## config.mk

```make
export PLATFORM = sky130hd
export DESIGN_NAME = mdu_stall_ctrl
export DESIGN_NICKNAME = d
export VERILOG_FILES = /design/src/rtl/mdu_stall_ctrl.sv
export SDC_FILE = /design/constraint.sdc
export NUM_CORES = 1
export LEC_CHECK = 0
export CORE_MARGIN = 3
export CORE_UTILIZATION = 35
export DETAILED_ROUTE_END_ITERATION = 8
export DONT_BUFFER_PORTS = 1
export MAX_ROUTING_LAYER = met4
export PLACE_DENSITY = 0.56
export SYNTH_ARGS = -nofsm -noshare
export SYNTH_HDL_FRONTEND = slang
export SYNTH_SLANG_ARGS = --single-unit
```

## constraint.sdc

```tcl
create_clock -name clk_i -period 2.5 [get_ports clk_i]
set_input_delay 0.375 -clock clk_i [delete_from_list [all_inputs] [get_ports clk_i]]
set_output_delay 0.375 -clock clk_i [all_outputs]
set_load 0.005 [all_outputs]
```

## src/rtl/mdu_stall_ctrl.sv

```systemverilog
// Stall and sequencing controller for the multi-cycle multiply/divide unit.
// It holds D-stage HI/LO consumers until the result commits and merges in load-use stalls.
module mdu_stall_ctrl #(
  parameter int unsigned MULT_CYCLES = 5,
  parameter int unsigned DIV_CYCLES  = 10,
  parameter int unsigned CNT_W       = 4
) (
  input  logic             clk_i,
  input  logic             reset_ni,
  input  logic             start_i,
  input  logic             is_div_i,
  input  logic             d_uses_mdu_i,
  input  logic             load_use_i,
  output logic             busy_o,
  output logic             stall_o,
  output logic             pc_en_o,
  output logic             d_en_o,
  output logic             e_flush_o,
  output logic             hilo_we_o,
  output logic [CNT_W-1:0] cycles_left_o,
  output logic             protocol_err_o,
  output logic [15:0]      stall_cycles_o
);

  typedef enum logic [1:0] {
    IDLE = 2'd0,
    RUN  = 2'd1,
    DONE = 2'd2
  } state_e;

  state_e           state_q, state_d;
  logic [CNT_W-1:0] cnt_q, cnt_d;
  logic             perr_q, perr_d;
  logic [15:0]      stall_cnt_q, stall_cnt_d;
  logic [CNT_W-1:0] load_val;

  // is_div is only meaningful while start is high, so it is only used to pick the reload value.
  assign load_val = is_div_i ? CNT_W'(DIV_CYCLES) : CNT_W'(MULT_CYCLES);

  // NOTE: every variable written here gets a default first, so no path can infer a latch.
  always_comb begin
    state_d   = state_q;
    cnt_d     = cnt_q;
    perr_d    = perr_q;
    hilo_we_o = 1'b0;
    unique case (state_q)
      IDLE: begin
        if (start_i) begin
          state_d = RUN;
          cnt_d   = load_val;
        end
      end
      RUN: begin
        if (start_i) perr_d = 1'b1;
        if (cnt_q == CNT_W'(1)) begin
          state_d = DONE;
          cnt_d   = '0;
        end else begin
          cnt_d = cnt_q - CNT_W'(1);
        end
      end
      DONE: begin
        hilo_we_o = 1'b1;
        if (start_i) begin
          state_d = RUN;
          cnt_d   = load_val;
        end else begin
          state_d = IDLE;
        end
      end
      default: begin
        state_d = IDLE;
        cnt_d   = '0;
      end
    endcase
  end

  assign busy_o         = (state_q == RUN) | start_i;
  assign stall_o        = (busy_o & d_uses_mdu_i) | load_use_i;
  assign pc_en_o        = ~stall_o;
  assign d_en_o         = ~stall_o;
  assign e_flush_o      = stall_o;
  assign cycles_left_o  = (state_q == RUN) ? cnt_q : '0;
  assign protocol_err_o = perr_q;
  assign stall_cycles_o = stall_cnt_q;

  // The counter saturates rather than wrapping so long runs still read as "at least this many".
  assign stall_cnt_d = (stall_o && (stall_cnt_q != 16'hFFFF)) ? stall_cnt_q + 16'd1 : stall_cnt_q;

  // NOTE: state registers use non-blocking assignments so every flop samples pre-edge values.
  always_ff @(posedge clk_i or negedge reset_ni) begin
    if (!reset_ni) begin
      state_q     <= IDLE;
      cnt_q       <= '0;
      perr_q      <= 1'b0;
      stall_cnt_q <= '0;
    end else begin
      state_q     <= state_d;
      cnt_q       <= cnt_d;
      perr_q      <= perr_d;
      stall_cnt_q <= stall_cnt_d;
    end
  end

endmodule

```

==> impl_results.md <==
- Status: finished, final reports clean
- H-tree depth: 1
- Netlist Area Pre-Place: 1184 sq um
- Share of cells above drive strength 1: 8.696%
- Library cells used by synthesis: 35
- CP endpoint kind: register
- Leakage: 0.0005304 uW
- Crit-path cells: ha_1 > nand3_1 > or3_1 > o21ai_2 > mux2_2
- Final-report setup violation count: 0
- Delay-heaviest family, CP: simple AND/OR/NAND/NOR gates
- Synth warn: 0
- Synth top area share: 48.63%
- DP Wirelength: 1828 um
- Max cap viols: 0
- Final Skew: 0.0005991 ns
- Gr ovfl total: 0
- EDFF count, synth: 0
- R2r endpoint: stall_cycles_o[1]
- PortBufs: 0
- WP buf/inv: 0
- Layout net count: 125
- Crit-path slowest cell: dfrtp_1
- Residual DRC count: 0
- CTS Buf Count: 3
- Hold Path Class: in2reg
- Slew HR: 31.19%
- CP max FO: 8
- Largest net degree at the start of global routing: 24
- 1st-iter DRT viols: 37
- Post-CTS Resized: 0
- Worst Tran Pin Value: 1.029 ns
- Worst Reg2Reg Path Length in Cells: 5
- Yosys reg bits: 23
- Crit path required time: 2.71 ns
- RSZ-0062 raised after global routing: no
- Worst-skew pair later-pin latency: 0.30 ns
- Fillers: 321
- Ys async rst share: 100.0%
- First-pass GRT wire length: 3988 um
- DR pass1 iterations: 4
- GPL Wtd Cong: 0.8040
- Hold path cells: 1
- Setup Crit Path Kind: reg2reg
- Gr usage total: 12.84%
- Power Density: 970.4 nW/um^2
- CTS root buf: clkbuf_4
- Top post-synthesis cells by area: dfrtp_1 (49%), xnor2_1 (5.9%), xor2_1 (4.4%)
- Crit path launch: stall_cycles_o[0]
- Ys flop type: dfrtp_1
- Core Rows: 20
- Ports: 33
- Crit path arrival time: 2.20 ns
- Total vias in the final route: 798
- Mean Syn Cell Area: 10.47 sq um
- Chip Height: 64.16 um
- Max Freq: 501.7 MHz
- Largest stage delay, worst path: 0.46 ns
- Syn Nets: 122
- ANT cells: 0
- Reg-to-Reg Start: stall_cycles_o[0]
- Final hold slack: 0.1765 ns
- Reg2reg setup slack: 0.51 ns
- Final period util: 79.73%
- CTS tree: yes
- Die area: 4116 sq um
- Antenna violations before repair: 0
- Post-route setup TNS: 0 ns
- Horiz. Die Dim: 64.16 um
- Final Hold Viols: 0
- CTS Sinks: 23
- VDD IR-drop max: 0.0002559 V
- Hold Path End: protocol_err_o
- Min Clock Period, post-route: 1.993 ns
- Pins Over Slew Limit: 0
- Syn-to-layout area delta: 5.708%
- Vias in the first global route: 806
- Core ar.: 3128 sq um
- Critical path startpoint category: register
- Initial Utilization: 37.84%
- Cells after Synth: 113
- Hold_sp: start_i
- Vias per cell: 5.019
- Clock transition at the registers of the reported paths: 0.12 ns
- Drt total wl: 2394 um
- Register area share after synthesis: 48.63%
- Clk buf depth: 2
- ANT nets after route: 0
- Largest area contributor in the netlist: dfrtp_1
- Routed wire per std cell: 15.06 um
==> how the worst max path moves through the flow <==
stage                        end  cells after the start
4_1_cts        stall_cycles_o[1]                      5
2_1_floorplan  stall_cycles_o[1]                      5
6_report       stall_cycles_o[1]                      5
3_5_place_dp   stall_cycles_o[1]                      5
5_1_grt        stall_cycles_o[1]                      5
3_3_place_gp   stall_cycles_o[1]                      5
==> Yosys cell counts (2+ instances only) <==
cell type	count
nor3_1	4
xor2_1	6
xnor2_1	8
buf_4	2
nor2_1	11
and3_1	2
nand3_1	8
o22ai_1	3
ha_1	3
mux2_2	2
inv_1	3
nand2_1	7
dfrtp_1	23
mux2i_1	2
nand4_1	3
nand2b_1	4
and2_1	3
or3_1	2
==> metrics by stage <==
stage	utilization, %	setup slack, ns	cells	cell area, sq um	power, uW
floorplan	-	0.6827	113	1184	950.9
global placement	38.84	0.5743	154	1215	1026
detailed placement	38.84	0.5221	154	1215	1052
CTS	40.00	0.5181	159	1251	1232
global route	40.00	0.3576	159	1251	1326
finish	40.00	0.5067	159	1251	1214
==> final cells by class <==
cell class | count | area [sq um] | share of cell area [%]
Inverter | 4 | 15.01 | 1.200
Tap cell | 44 | 55.05 | 4.400
Timing Repair Buffer | 2 | 17.52 | 1.400
Multi-Input combinational cell | 82 | 561.8 | 44.90
Sequential cell | 23 | 575.6 | 46.00
Clock buffer | 4 | 26.28 | 2.100
==> layer usage <==
metal	vias up	share of wire (%)	global-route usage (%)
met1	379	46	16.65
met4	0	1.0	3.166
li1	389	-	-
met5	-	0	-
met3	4	7.1	4.745
met2	26	46	19.10
==> placed cells by master (no fill, tap or decap), types with 2 or more instances in the layout <==
master    count
inv_1         3
nand2b_1      4
nand4_1       3
and3_1        2
xnor2_1       8
nor3_1        4
ha_1          3
mux2i_1       2
nand2_1       7
o22ai_1       3
nor2_1       11
or3_1         2
clkbuf_4      3
mux2_2        2
xor2_1        6
dfrtp_1      23
and2_1        3
nand3_1       8
==> power by group <==
| part | internal, uW | leakage, uW | switching [uW] |
|---|---|---|---|
| Clock | 62.2 | 0.0000150 | 110 |
| Combinational | 188 | 0.000226 | 239 |
| Sequential | 476 | 0.000290 | 139 |
==> flip-flops by register name, indices dropped and copies added, names as in the netlist <==
register        flops
stall_cycles_o     16
cnt_q               4
state_q             2
protocol_err_o      1
==> timing repair <==
item | in CTS | in global routing
setup buffers | 0 | 0
hold buffers | 1 | 0
endpoints found under the setup margin | 0 | 0
hold endpoints to repair | 23 | 0
==> kinds of logic (layout without fill, tap and decap cells) <==
logic type	after synthesis	in the layout	share of synthesized area, %
compound gates	11	11	7.189
xor+xnor	14	14	10.36
fa+ha+maj	3	3	3.172
buf+inv	8	10	3.910
flops	23	23	48.63
mux	4	4	3.594
simple gates	50	50	23.15
(Power assumes the default switching activity.)
